[config.mk]
export PLATFORM = sky130hd
export DESIGN_NAME = if_id_reg
export DESIGN_NICKNAME = d
export VERILOG_FILES = /design/src/rtl/if_id_reg_pkg.sv /design/src/rtl/sat_counter.sv /design/src/rtl/if_id_reg.sv
export SDC_FILE = /design/constraint.sdc
export NUM_CORES = 1
export LEC_CHECK = 0
export CORE_MARGIN = 4
export CORE_UTILIZATION = 49
export DETAILED_ROUTE_END_ITERATION = 12
export GPL_TIMING_DRIVEN = 0
export PLACE_DENSITY = 0.79
export SYNTH_ARGS = -nofsm -noshare
export SYNTH_HDL_FRONTEND = slang
export SYNTH_SLANG_ARGS = --single-unit
[constraint.sdc]
create_clock -name clk -period 4.6 [get_ports clk]
set_input_delay 0.92 -clock clk [delete_from_list [all_inputs] [get_ports clk]]
set_output_delay 0.92 -clock clk [all_outputs]
set_load 0.02 [all_outputs]
[src/rtl/if_id_reg_pkg.sv]
// Shared pipeline definitions: widths, canonical NOP and the stage payload
// carried by the IF/ID, ID/EX and EX/MEM registers.
package if_id_reg_pkg;

  localparam int XLEN = 32;
  localparam logic [XLEN-1:0] RV_NOP = 32'h0000_0013;  // addi x0,x0,0

  typedef struct packed {
    logic [XLEN-1:0] pc;
    logic [XLEN-1:0] pc4;
    logic [XLEN-1:0] inst;
    logic            valid;
  } pipe_payload_t;

  function automatic logic [XLEN-1:0] pc_plus4(input logic [XLEN-1:0] pc);
    return pc + 32'd4;
  endfunction

endpackage

[src/rtl/sat_counter.sv]
// Event counter that sticks at all-ones instead of wrapping.
module sat_counter #(
  parameter int W = 16
) (
  input  logic         clk,
  input  logic         rst_n,
  input  logic         inc,
  output logic [W-1:0] cnt
);

  logic [W-1:0] r_cnt;

  always_ff @(posedge clk or negedge rst_n) begin
    if (!rst_n)                          r_cnt <= '0;
    else if (inc && (r_cnt != {W{1'b1}})) r_cnt <= r_cnt + W'(1);
  end

  assign cnt = r_cnt;

endmodule

[src/rtl/if_id_reg.sv]
// IF/ID pipeline register: aligns fetch PC with (optionally synchronous) ROM
// data, handles decode stall/flush and counts stall/flush events.
module if_id_reg
  import if_id_reg_pkg::*;
#(
  parameter bit              SYNC_ROM = 1'b1,
  parameter logic [XLEN-1:0] NOP_INST = RV_NOP,
  parameter int              CNT_W    = 16
) (
  input  logic             clk,
  input  logic             rst_n,
  input  logic [XLEN-1:0]  pc_IF,
  input  logic [XLEN-1:0]  inst_rom,
  input  logic             stall_ID,
  input  logic             flush_ID,
  output logic [XLEN-1:0]  pc_ID,
  output logic [XLEN-1:0]  pc4_ID,
  output logic [XLEN-1:0]  inst_ID,
  output logic             valid_ID,
  output logic [CNT_W-1:0] stall_cnt,
  output logic [CNT_W-1:0] flush_cnt
);

  localparam pipe_payload_t RST_PAYLOAD = '{pc: '0, pc4: 32'd4, inst: NOP_INST, valid: 1'b0};

  pipe_payload_t   r_id;
  pipe_payload_t   w_next;
  logic [XLEN-1:0] r_hold_inst;
  logic            r_hold_vld;
  logic [XLEN-1:0] w_pair_pc;
  logic [XLEN-1:0] w_pair_inst;
  logic            w_pair_vld;

  generate
    if (SYNC_ROM) begin : g_sync
      // ROM data lags its address by a cycle, so pair it with last cycle's PC.
      // The prime flag marks whether that address belongs to the current path.
      logic [XLEN-1:0] r_pc_q;
      logic            r_prime;

      always_ff @(posedge clk or negedge rst_n) begin
        if (!rst_n) begin
          r_pc_q  <= '0;
          r_prime <= 1'b0;
        end else begin
          if (!stall_ID) r_pc_q <= pc_IF;
          r_prime <= !flush_ID;
        end
      end

      assign w_pair_pc  = r_pc_q;
      assign w_pair_vld = r_prime;
    end else begin : g_comb
      assign w_pair_pc  = pc_IF;
      assign w_pair_vld = 1'b1;
    end
  endgenerate

  assign w_pair_inst = r_hold_vld ? r_hold_inst : inst_rom;

  always_comb begin
    w_next = r_id;
    if (flush_ID) begin
      w_next.inst  = NOP_INST;
      w_next.valid = 1'b0;
    end else if (!stall_ID) begin
      w_next.pc    = w_pair_pc;
      w_next.pc4   = pc_plus4(w_pair_pc);
      w_next.inst  = w_pair_vld ? w_pair_inst : NOP_INST;
      w_next.valid = w_pair_vld;
    end
  end

  always_ff @(posedge clk or negedge rst_n) begin
    if (!rst_n) r_id <= RST_PAYLOAD;
    else        r_id <= w_next;
  end

  // Capture the ROM word once per stall episode; a sync ROM moves on afterwards.
  always_ff @(posedge clk or negedge rst_n) begin
    if (!rst_n) begin
      r_hold_vld  <= 1'b0;
      r_hold_inst <= '0;
    end else if (flush_ID || !stall_ID) begin
      r_hold_vld  <= 1'b0;
    end else if (!r_hold_vld) begin
      r_hold_vld  <= 1'b1;
      r_hold_inst <= inst_rom;
    end
  end

  sat_counter #(.W(CNT_W)) u_stall_cnt (
    .clk   (clk),
    .rst_n (rst_n),
    .inc   (stall_ID && !flush_ID),
    .cnt   (stall_cnt)
  );

  sat_counter #(.W(CNT_W)) u_flush_cnt (
    .clk   (clk),
    .rst_n (rst_n),
    .inc   (flush_ID),
    .cnt   (flush_cnt)
  );

  assign pc_ID    = r_id.pc;
  assign pc4_ID   = r_id.pc4;
  assign inst_ID  = r_id.inst;
  assign valid_ID = r_id.valid;

endmodule

### Word-level counts from Yosys, hierarchy flattened

Index checks and enable logic that the tools add are counted.

| cells by class | value |
|---|---|
| eq/ne operators | 3 |
| mux-type cells | 5 |
| bitwise logic cells | 2 |
| reduce and logical (&&, ||, !) cells | 7 |
| add/subtract/negate cells | 3 |

Operators with widths:

| kind | number |
|---|---|
| 2-to-1 mux 33 bit | 2 |
| 2-to-1 mux 32 bit | 2 |
| adder 16 x 1 -> 16 bit, second input constant | 2 |
| adder 32 x 3 -> 32 bit, second input constant | 1 |
| != test 16 bit, second input constant | 2 |
| logical AND 1 bit | 3 |
| zero test 1 bit | 2 |
| != test 2 x 1 -> 1 bit, second input constant | 1 |
| NOT 1 bit | 2 |
| AND reduction 2 bit | 1 |
| logical OR 1 bit | 1 |
| 2-to-1 mux 1 bit | 1 |

| word-level totals | value |
|---|---|
| logic and storage cells | 30 |
| flip-flop bits (word level) | 195 |
| output and inout port bits | 129 |

### Logic depth before layout (Yosys ltp)

Gate-level depths: netlist (run 1).

| logic depth | value |
|---|---|
| depth after elaboration | 4 |
| depth in mapped cells | 7 |

### Hierarchy

From an unflattened synthesis (run 1), not the netlist that was laid out.

| unflattened totals | value |
|---|---|
| cells, all modules | 750 |
| area, all modules | 8,520.7 um^2 |

By module, submodules not included:

| module | cells an instance | area each (um^2) | times used |
|---|---|---|---|
| if_id_reg | 606 | 6,801.5 | 1 |
| sat_counter | 72 | 859.6 | 2 |

### Worst setup path after synthesis (run 1)

Ideal clock, no wire load.

| timing path | value |
|---|---|
| path type | input-to-reg |
| from | in stall_ID |
| to | reg r_hold_inst[10] |
| path buffers | 2 |
| arrival | 2.137 ns |
| path slack | 2.339 ns |
| required time | 4.475 ns |
| stages | 5 |
| cells stage by stage | clkbuf_1 nand2_1 nor2_1 buf_2 mux2_2 |

| between the ends | value |
|---|---|
| cells in the longest elaborated chain, start to end | 2 |

RTL lines:

| item | line | text |
|---|---|---|
| start, declared | if_id_reg.sv:14 | `input logic stall_ID,` |
| zero test 1 bit | if_id_reg.sv:84 | `end else if (flush_ID \|\| !stall_ID) begin` |
| logical OR 1 bit | if_id_reg.sv:84 |  |
| end signal, assigned | if_id_reg.sv:88 | `r_hold_inst <= inst_rom;` |
| end, declared | if_id_reg.sv:28 | `logic [XLEN-1:0] r_hold_inst;` |

No other way between the ends.
A chain may end at the register's enable or synchronous reset.

### Worst setup path in the final report (run 1)

| timing path | value |
|---|---|
| from | in flush_ID |
| to | reg r_hold_inst[10] |

| between the ends | value |
|---|---|
| cells in the longest elaborated chain, start to end | 1 |

RTL lines:

| item | line | text |
|---|---|---|
| start, declared | if_id_reg.sv:15 | `input logic flush_ID,` |
| logical OR 1 bit | if_id_reg.sv:84 |  |

No other way between the ends.

==> results of run 1 <==
[worst max-delay path: cells and delay by family]
family,cells,cell delay [ns]
buffers and inverters,4,1.13
muxes,1,0.37
and+or+nand+nor,2,0.50
[registers in the layout, indices dropped and copies added, names as in the netlist]
| signal | flops |
|---|---|
| pc_ID | 32 |
| u_flush_cnt.cnt | 16 |
| u_stall_cnt.cnt | 16 |
| g_sync.r_prime | 1 |
| r_hold_vld | 1 |
| inst_ID | 32 |
| valid_ID | 1 |
| g_sync.r_pc_q | 32 |
| pc4_ID | 30 |
| r_hold_inst | 32 |
[power by group through the flow]
stage	Sequential [mW]	Clock (mW)	Combinational, mW
detailed placement	2.17	0	1.04
CTS	2.14	1.42	1.05
finish	2.14	1.39	1.03
floorplan	2.31	0	0.348
global placement	2.16	0	1.02
global route	2.18	1.49	1.12
[how the worst min path moves through the flow]
stage,startpoint,endpoint,slack (ns),cells after the start
finish,rst_n,u_stall_cnt.cnt[12]$_DFFE_PN0P_,0.46,1
global route,rst_n,u_stall_cnt.cnt[9]$_DFFE_PN0P_,0.50,1
CTS,rst_n,u_stall_cnt.cnt[11]$_DFFE_PN0P_,0.47,1
detailed placement,g_sync.r_pc_q[0]$_DFFE_PN0N_,pc_ID[0]$_DFFE_PN0P_,0.46,2
global placement,g_sync.r_pc_q[1]$_DFFE_PN0N_,pc_ID[1]$_DFFE_PN0P_,0.45,2
floorplan,g_sync.r_pc_q[0]$_DFFE_PN0N_,pc_ID[0]$_DFFE_PN0P_,0.43,2
[cell families (layout without fill, tap and decap cells)]
logic type | after synthesis | after routing | synth area share
AOI/OAI and AO/OA | 99 | 99 | 0.06729
xor gates and xnor gates | 36 | 36 | 0.03735
adders and majority gates | 3 | 3 | 0.004447
buffers and inverters | 54 | 282 | 0.02979
DFF | 193 | 193 | 0.5727
muxes | 99 | 99 | 0.1276
and+or+nand+nor | 281 | 281 | 0.1608
[cell usage after synthesis, types with 3 or more instances]
| library cell | number |
|---|---|
| mux2_2 | 69 |
| dfstp_2 | 4 |
| nor3_1 | 8 |
| ha_1 | 3 |
| and3_1 | 7 |
| nand3_1 | 23 |
| xor2_1 | 19 |
| mux2i_1 | 30 |
| buf_4 | 4 |
| xnor2_1 | 17 |
| or4_1 | 8 |
| nor4_1 | 6 |
| o21ai_1 | 7 |
| nor2_1 | 22 |
| o22a_1 | 3 |
| o31ai_1 | 7 |
| inv_1 | 5 |
| clkbuf_1 | 25 |
| nand2_1 | 157 |
| dfrtp_1 | 189 |
| o21ai_0 | 50 |
| nand4_1 | 16 |
| and4_1 | 7 |
| and2_1 | 3 |
| buf_2 | 15 |
| nand4b_1 | 3 |
| a21oi_1 | 8 |
| a31oi_1 | 18 |
| or3_1 | 10 |
[layout make-up]
class / count / area [sq um] / area share
flip-flops and latches: 193 / 4835 / 0.4297
multi-input cells: 518 / 3356 / 0.2983
repair buffers: 196 / 1984 / 0.1764
clock buffers: 17 / 425.4 / 0.03781
well taps: 220 / 275.3 / 0.02447
plain buffers: 47 / 225.2 / 0.02002
clock inverters: 15 / 123.9 / 0.01101
inverters: 7 / 26.28 / 0.002335
[per-stage QoR]
step           utilization  area, sq um  std cells  power (mW)  setup TNS (ns)
6_report            0.6713        11250       1213       4.564               0
5_1_grt             0.6713        11250       1213       4.781               0
4_1_cts             0.6713        11250       1213       4.607               0
3_5_place_dp        0.6385        10700       1181       3.211               0
3_3_place_gp        0.6366        10670       1180       3.182        -1037.58
2_1_floorplan            -         8442        765       2.656               0
[per-layer routing]
layer  GRT usage  wire [microns]
met3     0.04906            1315
met4     0.06179             252
met5           0              26
met2      0.3641           10350
met1      0.3016            9378
==> impl_metrics.ini, run 1 <==
[cells_and_area]
final_cell_mix = clkdlybuf4s50_1 (194), dfrtp_1 (189), nand2_1 (157)
nNetsFinal = 1051
fillers = 1323
area_growth_syn_to_layout_pct = 33.27
final_common_cell = clkdlybuf4s50_1
n_antenna_cell = 0
drive_above_1_share = 0.1370

[worst_setup_path]
crit_path_max_fanout = 10
critPathArrivalTime_ns = 2.94
rr_startpoint = g_sync.r_pc_q[2]$_DFFE_PN0N_
required_ns = 4.90
critPathKind = in2reg
crit_path_end_kind = flop
start_kind = input port
r2r_end = pc4_ID[20]$_DFFE_PN0P_
crit_end = r_hold_inst[10]$_DFFE_PN0P_
crit_start = flush_ID
slowest_delay_ns = 0.46
path_cells = clkdlybuf4s50_1, buf_2, inv_2, nand2_1, nor2_1, buf_2, mux2_2
r2r_cells = 7
slowest_stage = clkdlybuf4s50_1
crit_top_cell = buf_2
rrSetupSlack_ns = 2.42

[sta]
maxSlewHeadroom = 0.4978
tightest_slew_ns = 0.7533
holdWs_ns = 0.4647
final.setup_skew_ns = 0.007505
grt_setup_unrepaired = no
period_minus_slack_ns = 2.633
postLayoutSetupSlackWorst_ns = 1.967
fmax_mhz = 379.9
finalHoldViolations = 0
period_share = 0.5723
drv_slew = 0
finalSetupViolations = 0

[place]
place.gp.congestion = 0.8791
dp_slack_ns = 1.536
portBuffers = 195
dp_hpwl_mm = 15.06

[die]
rows = 47
initial_core_util = 0.5037
die_w_microns = 139.3
die-area_sq_um = 19390
core_area_sq_um = 16760
num_io_pins = 197
die_h_microns = 139.3

[synthesis]
ys_ff_latch = 193
synth_ff_type = dfrtp_1
synth_area_per_cell_sq_um = 11.04
synth_top_cell_by_area = dfrtp_1
synth.distinct_cells = 48
synthDominantCellAreaShare = 0.5602
synth_edf_count = 0
netlist_area_sq_um = 8442
yosys_warnings = 0
synth_cells = 765
synth_area_leaders = dfrtp_1 (56%), mux2_2 (9.2%), nand2_1 (7.0%), mux2i_1 (3.6%), o21ai_0 (3.0%)
syn_nets = 836
synthArstFlopShare = 1.000
seq_area_frac_synth = 0.5727

[power_and_ir_drop]
intPower_mw = 3.154
power_frac_seq = 0.470
combPwrFrac = 0.227
cellPowerDensity_nw_per_um2 = 405.7
pwr-share-clk = 0.303
power.switching_mw = 1.410
ir_worst_vdd_mv = 0.3022
switching_share = 0.3090
leakage_nw = 4.759

[detailed_routing]
first_pass_iters = 4
vias = 6573
ant_nets = 0
viasPerCell = 5.419
wire_per_inst_microns = 17.58
drc = 0
drt-initial-drc-count = 269
drt_wl_total_mm = 21.32

[grt]
grt_pass1_vias = 6670
grt_use_total = 0.2223
antenna_found_initial = 2
grt_max_degree = 120
grt_first_pass_wirelength_mm = 35.07
grt-ovfl-total = 0

[clocking]
cts_hold_buf = 0
cts_tree = yes
cts-resized-gates = 0
post-cts-setup-buffers = 0
clkSinkCount = 193
numCtsBuffers = 17
htree_levels = 4
path_clk_slew_ns = 0.07
clock_path_buffers = 2
cts_root_buf = clkbuf_16
insertion_delay_ns = 0.43

[min_path]
hold_path.class = in2async

[flow_run]
cap_violations = 0

[run_status]
outcome = complete, no violations
No activity file was read; power rests on OpenSTA's default activity.
==> inputs of run 2 (changes only) <==
==> constraint.sdc (replaced) <==
create_clock -name clk -period 2.6 [get_ports clk]
set_input_delay 0.52 -clock clk [delete_from_list [all_inputs] [get_ports clk]]
set_output_delay 0.52 -clock clk [all_outputs]
set_load 0.02 [all_outputs]
==> results of run 2 <==
Same layout as run 1 (identical final DEF). Status: complete, no violations.
Among the figures that moved: setup slack after placement 1.536 ns -> -0.06369 ns; setup slack after layout 1.967 ns -> 0.3674 ns; hold slack 0.4647 ns -> 0.06467 ns; register-to-register setup slack 2.42 ns -> 0.42 ns; total power 4.564 mW -> 8.075 mW; worst IR drop on VDD 0.3022 mV -> 0.5347 mV
==> inputs of run 3 (changes only) <==
--- a/config.mk
+++ b/config.mk
@@ -5,10 +5,12 @@
 export SDC_FILE = /design/constraint.sdc
 export NUM_CORES = 1
 export LEC_CHECK = 0
+export CORE_ASPECT_RATIO = 1.75
 export CORE_MARGIN = 4
 export CORE_UTILIZATION = 49
 export DETAILED_ROUTE_END_ITERATION = 12
 export GPL_TIMING_DRIVEN = 0
+export MAX_ROUTING_LAYER = met4
 export PLACE_DENSITY = 0.79
 export SYNTH_ARGS = -nofsm -noshare
 export SYNTH_HDL_FRONTEND = slang
==> run 3 against run 2 <==
Compared with the run above:
- sequential power hardly changed
- non-clock buffer count did not move
- register-to-register slack improved by 0.06 ns
- worst hold slack gained 0.023 ns
- fmax about the same
- die area increased by 0.43%
- cell area grew 0.53%
==> impl_metrics.ini, run 3 (same netlist as run 1, synthesis figures left out) <==
[sta]
finalSetupViolations = 0
drv_slew = 0
period_minus_slack_ns = 2.233
finalHoldViolations = 0
maxSlewHeadroom = 0.4836
fmax_mhz = 447.9
grt_setup_unrepaired = no
period_share = 0.8588
tightest_slew_ns = 0.7747
final.setup_skew_ns = 0.01418

[power_and_ir_drop]
ir_worst_vdd_mv = 0.4425
cellPowerDensity_nw_per_um2 = 732.4
leakage_nw = 4.790

[grt]
antenna_found_initial = 0
grt_pass1_vias = 6845
grt_first_pass_wirelength_mm = 34.98
grt-ovfl-total = 0
grt_use_total = 0.2353
grt_max_degree = 104

[clocking]
htree_levels = 4
cts_hold_buf = 0
cts_root_buf = clkbuf_16
post-cts-setup-buffers = 0
cts_tree = yes
path_clk_slew_ns = 0.07
numCtsBuffers = 17
clock_path_buffers = 2
clkSinkCount = 193
insertion_delay_ns = 0.43
cts-resized-gates = 0

[place]
portBuffers = 195
place_area_sq_um = 10710
place.gp.congestion = 0.8721
dp_hpwl_mm = 15.80

[die]
die-area_sq_um = 19470
core_area_sq_um = 16950
rows = 63
initial_core_util = 0.4981
die_h_microns = 181.6
die_w_microns = 107.2
num_io_pins = 197

[detailed_routing]
drc = 0
first_pass_iters = 4
drt-initial-drc-count = 214
ant_nets = 0
drt_wl_total_mm = 21.48
vias = 6541
wire_per_inst_microns = 17.60
viasPerCell = 5.361

[cells_and_area]
final_common_cell = clkdlybuf4s50_1
nNetsFinal = 1051
postLayoutCoreUtil = 0.6674
fillers = 1338
final_cell_mix = clkdlybuf4s50_1 (194), dfrtp_1 (189), nand2_1 (157)
n_antenna_cell = 0
stdcell_area_sq_um = 11310
drive_above_1_share = 0.1370
area_growth_syn_to_layout_pct = 33.98

[worst_setup_path]
start_kind = input port
critPathArrivalTime_ns = 2.53
required_ns = 2.90
crit_path_max_fanout = 10
critPathKind = in2reg
crit_path_end_kind = flop

[min_path]
hold_path.class = in2async

[run_status]
outcome = complete, no violations

[flow_run]
cap_violations = 0
## run 3: where the power goes
part / switching [mW] / leakage, nW / internal (mW)
Sequential: 0.381 / 2.37 / 3.41
Clock: 1.21 / 0.292 / 1.44
Combinational: 0.927 / 2.13 / 0.915
Total: 2.51 / 4.79 / 5.77
## run 3: stage by stage
stage	setup TNS [ns]	std cells	power [mW]	setup WS [ns]	hold slack (ns)
CTS	0	1220	8.363	0.3323	0.1234
finish	0	1220	8.284	0.3672	0.08767
detailed placement	-2.365	1188	5.700	-0.09464	0.4526
floorplan	0	765	4.698	0.5836	0.2244
global route	0	1220	8.672	0.2277	0.1345
global placement	-1327.00	1187	5.645	-6.933	0.4527
## run 3: critical path: stages
cell	delay, ns
clkdlybuf4s50_1	0.44
buf_2	0.20
inv_2	0.12
nand2_1	0.20
nor2_1	0.35
buf_2	0.33
mux2_2	0.37
## run 3: cell type report
type / count / area, sq um / area share
Buffer: 47 / 225.2 / 0.01991
Inverter: 7 / 26.28 / 0.002323
Sequential cell: 193 / 4835 / 0.4274
Clock buffer: 20 / 466.7 / 0.04126
Timing Repair Buffer: 196 / 1984 / 0.1754
Tap cell: 227 / 284.0 / 0.02511
Multi-Input combinational cell: 518 / 3356 / 0.2967
Clock inverter: 12 / 133.9 / 0.01184
## run 3: final timing paths
kind                                           startpoint                              end  depth (start not counted)  slack (ns)
max                                              flush_ID      r_hold_inst[25]$_DFFE_PN0P_                          7        0.37
min                                                 rst_n  u_stall_cnt.cnt[11]$_DFFE_PN0P_                          1        0.09
max reg2reg                u_flush_cnt.cnt[0]$_DFFE_PN0P_   u_flush_cnt.cnt[1]$_DFFE_PN0P_                          5        0.48
min reg2reg                  g_sync.r_pc_q[1]$_DFFE_PN0N_             pc_ID[1]$_DFFE_PN0P_                          2        0.47
max in group asynchronous                           rst_n            pc_ID[28]$_DFFE_PN0P_                          2        1.57
min in group clk             g_sync.r_pc_q[1]$_DFFE_PN0N_             pc_ID[1]$_DFFE_PN0P_                          2        0.47
## run 3: routing by layer
| metal | wire length (microns) | track usage |
|---|---|---|
| met1 | 8151 | 0.2500 |
| met2 | 11960 | 0.4259 |
| met3 | 798 | 0.04660 |
| met4 | 570 | 0.08602 |
| met5 | 0 | - |
==> patch 1: new RTL, config.mk and constraints of run 3 <==
Change the parameter `SYNC_ROM` from 1'b1 to 1'b0.
--- a/src/rtl/if_id_reg.sv
+++ b/src/rtl/if_id_reg.sv
@@ -3,7 +3,7 @@
 module if_id_reg
   import if_id_reg_pkg::*;
 #(
-  parameter bit              SYNC_ROM = 1'b1,
+  parameter bit              SYNC_ROM = 1'b0,
   parameter logic [XLEN-1:0] NOP_INST = RV_NOP,
   parameter int              CNT_W    = 16
 ) (
Formal check against the unedited RTL: not equivalent (a bounded check fails within 4 cycles, from zero or initial values and one cycle with rst_n low).
==> patch 1 against run 3 <==
  * Power decreased by 12%
  * Global-route usage fell by 0.49 points
  * Sequential cell count down 33
  * Worst setup slack improved by 140 ps
  * Synthesized area decreased by 15%
  * Wire length is 15% lower
  * Register-to-register slack better by 340 ps
  * Sequential share of layout area decreased by 2.7 points
  * Final cell count fell by 9.3%
  * Cell area shrank 11%
  * First-iteration DRC count is 6.1% lower
  * Synthesized cell count is 8.9% lower
==> patch 1: results (changes against run 3) <==
Run status
  • Run status: complete, no violations

Worst setup path
  • Peak fanout along the critical path: 8 (-2)
  • Worst setup path start: pc_IF[2]
  • Depth of the worst register-to-register path: 6 (+1)
  • Crit-path max cell delay: 570 ps (+130 ps)

Timing
  • Relative slew slack: 0.648 (+0.164)
  • Final Skew: 11.5 ps (-2.64 ps)
  • Highest achievable clock rate: 477 MHz (+6.6%)

Final layout
  • Filler cells: 1105 (-17%)
  • Clk tree area frac: 0.0596 (+0.00651)
  • Number of sequential cells: 160 (-17%)
  • Inverters, non-clock: 6 (-1)
  • Multi-Input Combinational: 496 (-4.2%)
  • Non-clock buffering overhead in the final layout: 0.215 (+0.0193)
  • Fraction of area in registers: 0.400 (-0.0270)

Power
  • Reported leakage power: 4.34 nW (-9.3%)
  • Power Dens Cells: 731 mW/mm^2 (-0.14%)
  • Total clock network power: 0.00252 W (-5%)

Detailed routing
  • Drt total wl: 18.2 mm (-15%)
  • Detailed router's first-iteration violation count: 201 (-6.1%)
  • Via total after detailed routing: 5726 (-12%)
  • Routed length on met1: 6.94 mm (-15%)

Clocking
  • Worst-skew pair later-pin latency: 410 ps (-20 ps)

Synth
  • Number of standard cells after synthesis: 697 (-8.9%)
  • Share of the yosys chip area belonging to registers: 0.557 (-0.0156)
  • Unique cell type count in the Yosys netlist: 47 (-2.1%)

Placed design
  • Number of cells after detailed placement: 1074 (-9.6%)
  • Worst-case setup slack after placement: 48.8 ps (+143 ps)
  • Placer congestion estimate: 0.858 (-1.6%)
  • Area post-placement: 0.00942 mm^2 (-12%)

Global route
  • Largest net degree at the start of global routing: 100 (-3.8%)
  • Via count of the first global-routing pass: 6021 (-12%)
==> patch 1: cell count changes after synthesis, moves of 14 or more <==
cell,delta
sky130_fd_sc_hd__nor2_1,+52
sky130_fd_sc_hd__a21oi_1,+24
sky130_fd_sc_hd__a31oi_1,-14
sky130_fd_sc_hd__nand2_1,-18
sky130_fd_sc_hd__mux2_2,-33
sky130_fd_sc_hd__dfrtp_1,-33
sky130_fd_sc_hd__o21ai_0,-25
==> patch 1: cells by family (layout without fill, tap and decap cells) <==
kind of cell | Yosys count | after routing | share of synthesized area
adders and majority gates | 3 | 3 | 0.00522
and+or+nand+nor | 300 | 300 | 0.191
xor gates and xnor gates | 51 | 51 | 0.0621
buffers and inverters | 41 | 270 | 0.0247
AOI/OAI and AO/OA | 73 | 73 | 0.0572
DFF | 160 | 160 | 0.557
muxes | 69 | 69 | 0.102
==> patch 1: layer usage <==
layer	track usage	vias to the layer above
met5	-	-
met4	0.0832	0
met3	0.0439	26
met2	0.415	153
met1	0.249	2760
li1	-	2787
==> patch 2: new RTL, config.mk and constraints of run 3 <==
Made on the original files. Reset style: synchronous (`rst_n`), changed in 4 clocked blocks.
--- a/src/rtl/sat_counter.sv
+++ b/src/rtl/sat_counter.sv
@@ -10,7 +10,7 @@
 
   logic [W-1:0] r_cnt;
 
-  always_ff @(posedge clk or negedge rst_n) begin
+  always_ff @(posedge clk) begin
     if (!rst_n)                          r_cnt <= '0;
     else if (inc && (r_cnt != {W{1'b1}})) r_cnt <= r_cnt + W'(1);
   end
--- a/src/rtl/if_id_reg.sv
+++ b/src/rtl/if_id_reg.sv
@@ -38,7 +38,7 @@
       logic [XLEN-1:0] r_pc_q;
       logic            r_prime;
 
-      always_ff @(posedge clk or negedge rst_n) begin
+      always_ff @(posedge clk) begin
         if (!rst_n) begin
           r_pc_q  <= '0;
           r_prime <= 1'b0;
@@ -71,13 +71,13 @@
     end
   end
 
-  always_ff @(posedge clk or negedge rst_n) begin
+  always_ff @(posedge clk) begin
     if (!rst_n) r_id <= RST_PAYLOAD;
     else        r_id <= w_next;
   end
 
   // Capture the ROM word once per stall episode; a sync ROM moves on afterwards.
-  always_ff @(posedge clk or negedge rst_n) begin
+  always_ff @(posedge clk) begin
     if (!rst_n) begin
       r_hold_vld  <= 1'b0;
       r_hold_inst <= '0;
Function: differs if rst_n is asserted again (counterexample within 4 cycles, from zero or initial values and one cycle with rst_n low); with rst_n held inactive, the same outputs for 4 cycles.
==> patch 2 against run 3 <==
  * Synthesized area is 3.7% lower
  * Sequential share of layout area decreased by 7.6 points
  * Sequential cell count stayed put
  * Critical path depth decreased by 2
  * Worst setup slack got worse by 96 ps
  * Die area is 3.5% lower
  * Cell area fell by 2.9%
  * Maximum frequency is 4.1% lower
  * Clock skew rose by 0.62 ps
  * Final cell count up 13%
  * Wire length is 10% higher
  * Critical path type unchanged
Power is not compared: it rests on default switching activity, and its combinational part moved more than twofold at a synthesized area within 25%.
==> patch 2: results (changes against run 3) <==
Worst setup path
  • Peak fanout along the critical path: 10 (unchanged)
  • Endpoint arrival time on the critical path: 2620 ps (+90 ps)
  • Master of the slowest instance on the critical path: sky130_fd_sc_hd__clkdlybuf4s50_1
  • Dominant delay contributor by cell family on the critical path: buffers and inverters
  • Crit-path max cell delay: 580 ps (+140 ps)

Final layout
  • N_diodes: 0 (unchanged)
  • Fraction of layout cells with a size suffix above 1: 0.0716 (-0.0654)
  • # nets final: 1218 (+16%)

Global route
  • Tot GR Track Use: 0.260 (+0.0252)
  • First-pass GRT wire length: 38.1 mm (+8.8%)
  • Via count of the first global-routing pass: 7569 (+11%)
  • Antenna violations before repair: 0 (unchanged)
  • Largest net degree at the start of global routing: 20 (-81%)

Detailed routing
  • Router iterations before antenna repair: 5 (+1)
  • Average wire per standard cell: 17.1 um (-2.9%)
  • Detailed router's first-iteration violation count: 283 (+32%)
  • Via total after detailed routing: 7504 (+15%)

Clocking
  • CTS clk-pin slew, worst paths: 80 ps
  • Total of cells resized after clock tree synthesis: 0 (unchanged)
  • Num CTS Buffers: 17 (unchanged)
  • Worst-skew pair later-pin latency: 430 ps (about the same)
  • Clock Path Buffers: 2 (unchanged)
  • Root buffer cell: sky130_fd_sc_hd__clkbuf_16
  • Clock H-tree levels: 4 (unchanged)
  • Post-CTS setup buffer count: 0 (unchanged)

Placed design
  • Worst-case setup slack after placement: -186 ps (-91.6 ps)
  • Placer congestion estimate: 0.925 (+6.1%)
  • Final HPWL from detailed placement: 18.1 mm (+14%)
  • Port Buffer Count: 196 (+0.51%)

Synth
  • Unique cell type count in the Yosys netlist: 55 (+15%)
  • Synth async-reset ratio: 0 (-1.00)
  • Synth warnings: 0 (unchanged)
  • Cell types occupying the most area after synthesis: sky130_fd_sc_hd__dfxtp_1 48%, sky130_fd_sc_hd__nand2_1 8.7%, sky130_fd_sc_hd__mux2i_1 8.1%
  • Post-synthesis net count: 1003 (+20%)
  • Share of the yosys chip area belonging to registers: 0.475 (-0.0975)
  • Most used standard cells in the synthesized netlist: 193 x sky130_fd_sc_hd__dfxtp_1, 189 x sky130_fd_sc_hd__nand2_1, 90 x sky130_fd_sc_hd__a21oi_1, 68 x sky130_fd_sc_hd__o21ai_0, 66 x sky130_fd_sc_hd__mux2i_1

Power
  • Reported leakage power: 3.91 nW
  • Worst VDD drop: 454 uV

Timing
  • Relative slew slack: 0.538 (+0.0548)
  • Final Skew: 14.8 ps (+0.623 ps)

Run status
  • Run status: complete, no violations

Min path
  • Type of the worst min-delay path: reg -> reg
-- patch 2: cell count changes after synthesis, sizes merged, moves of 11 or more --
cell	change
a21oi	+82
mux2i	+36
a31oi	-11
o21ai	+11
mux2	-65
dfrtp	-189
xnor2	-11
clkbuf	+14
nor2	+29
nand2	+32
xor2	-11
dfxtp	+193
a211oi	+12
-- patch 2: kinds of logic after synthesis --
| group | after synthesis | share of synthesized area |
|---|---|---|
| compound gates | 205 | 0.146 |
| xor+xnor | 14 | 0.0151 |
| fa+ha+maj | 3 | 0.00462 |
| buf+inv | 69 | 0.0366 |
| flops | 193 | 0.475 |
| mux | 70 | 0.0868 |
| simple gates | 378 | 0.236 |
-- patch 2: cell type report --
class	count	area, um^2
fill	1387	5380
clock inverter	13	163
buffer	65	283
clock buffer	19	453
timing repair buffer	196	1960
sequential	193	3860
tap	224	280
inverter	4	15.0
multi-input combinational	670	3970
-- patch 2: path summary, 6_finish.rpt --
path | startpoint | to | slack (ps) | cells after the start
max reg2reg | g_sync.r_pc_q[3] | pc4_ID[24] | 660 | 5
min reg2reg | valid_ID | valid_ID | 450 | 2
max | rst_n | g_sync.r_pc_q[28] | 270 | 5
min | valid_ID | valid_ID | 450 | 2
-- patch 2: per-layer routing --
layer / GRT usage / share of wire / up-vias
met5: - / 0 / -
met4: 0.109 / 0.031 / 0
met3: 0.0522 / 0.052 / 48
met2: 0.488 / 0.55 / 236
met1: 0.260 / 0.37 / 3486
li1: - / - / 3734
-- patch 2: where the power goes --
part / internal, W / switching, W / leakage [nW] / total [W]
clock network: 0.00143 / 0.00126 / 0.302 / 0.00269
logic: 0.000307 / 0.000359 / 2.04 / 0.000666
registers: 0.00306 / 0.0000826 / 1.57 / 0.00314
total: 0.00480 / 0.00170 / 3.91 / 0.00650
-- patch 2: worst register-to-register path: stages, from the launching register on --
cell,delay [ps]
sky130_fd_sc_hd__dfxtp_1,420
sky130_fd_sc_hd__ha_1,240
sky130_fd_sc_hd__nand3_1,290
sky130_fd_sc_hd__nor4_4,460
sky130_fd_sc_hd__mux2_2,380
sky130_fd_sc_hd__o211ai_1,80
-- patch 2: through the flow --
step	hold WS [ps]	instance area [um^2]	utilization	std cells	setup TNS, ps
2_1_floorplan	432	8130	-	932	0
3_3_place_gp	432	10400	0.634	1352	-2730
3_5_place_dp	435	10400	0.634	1352	-3150
4_1_cts	448	11000	0.671	1384	0
5_1_grt	473	11000	0.671	1384	0
6_report	447	11000	0.671	1384	0
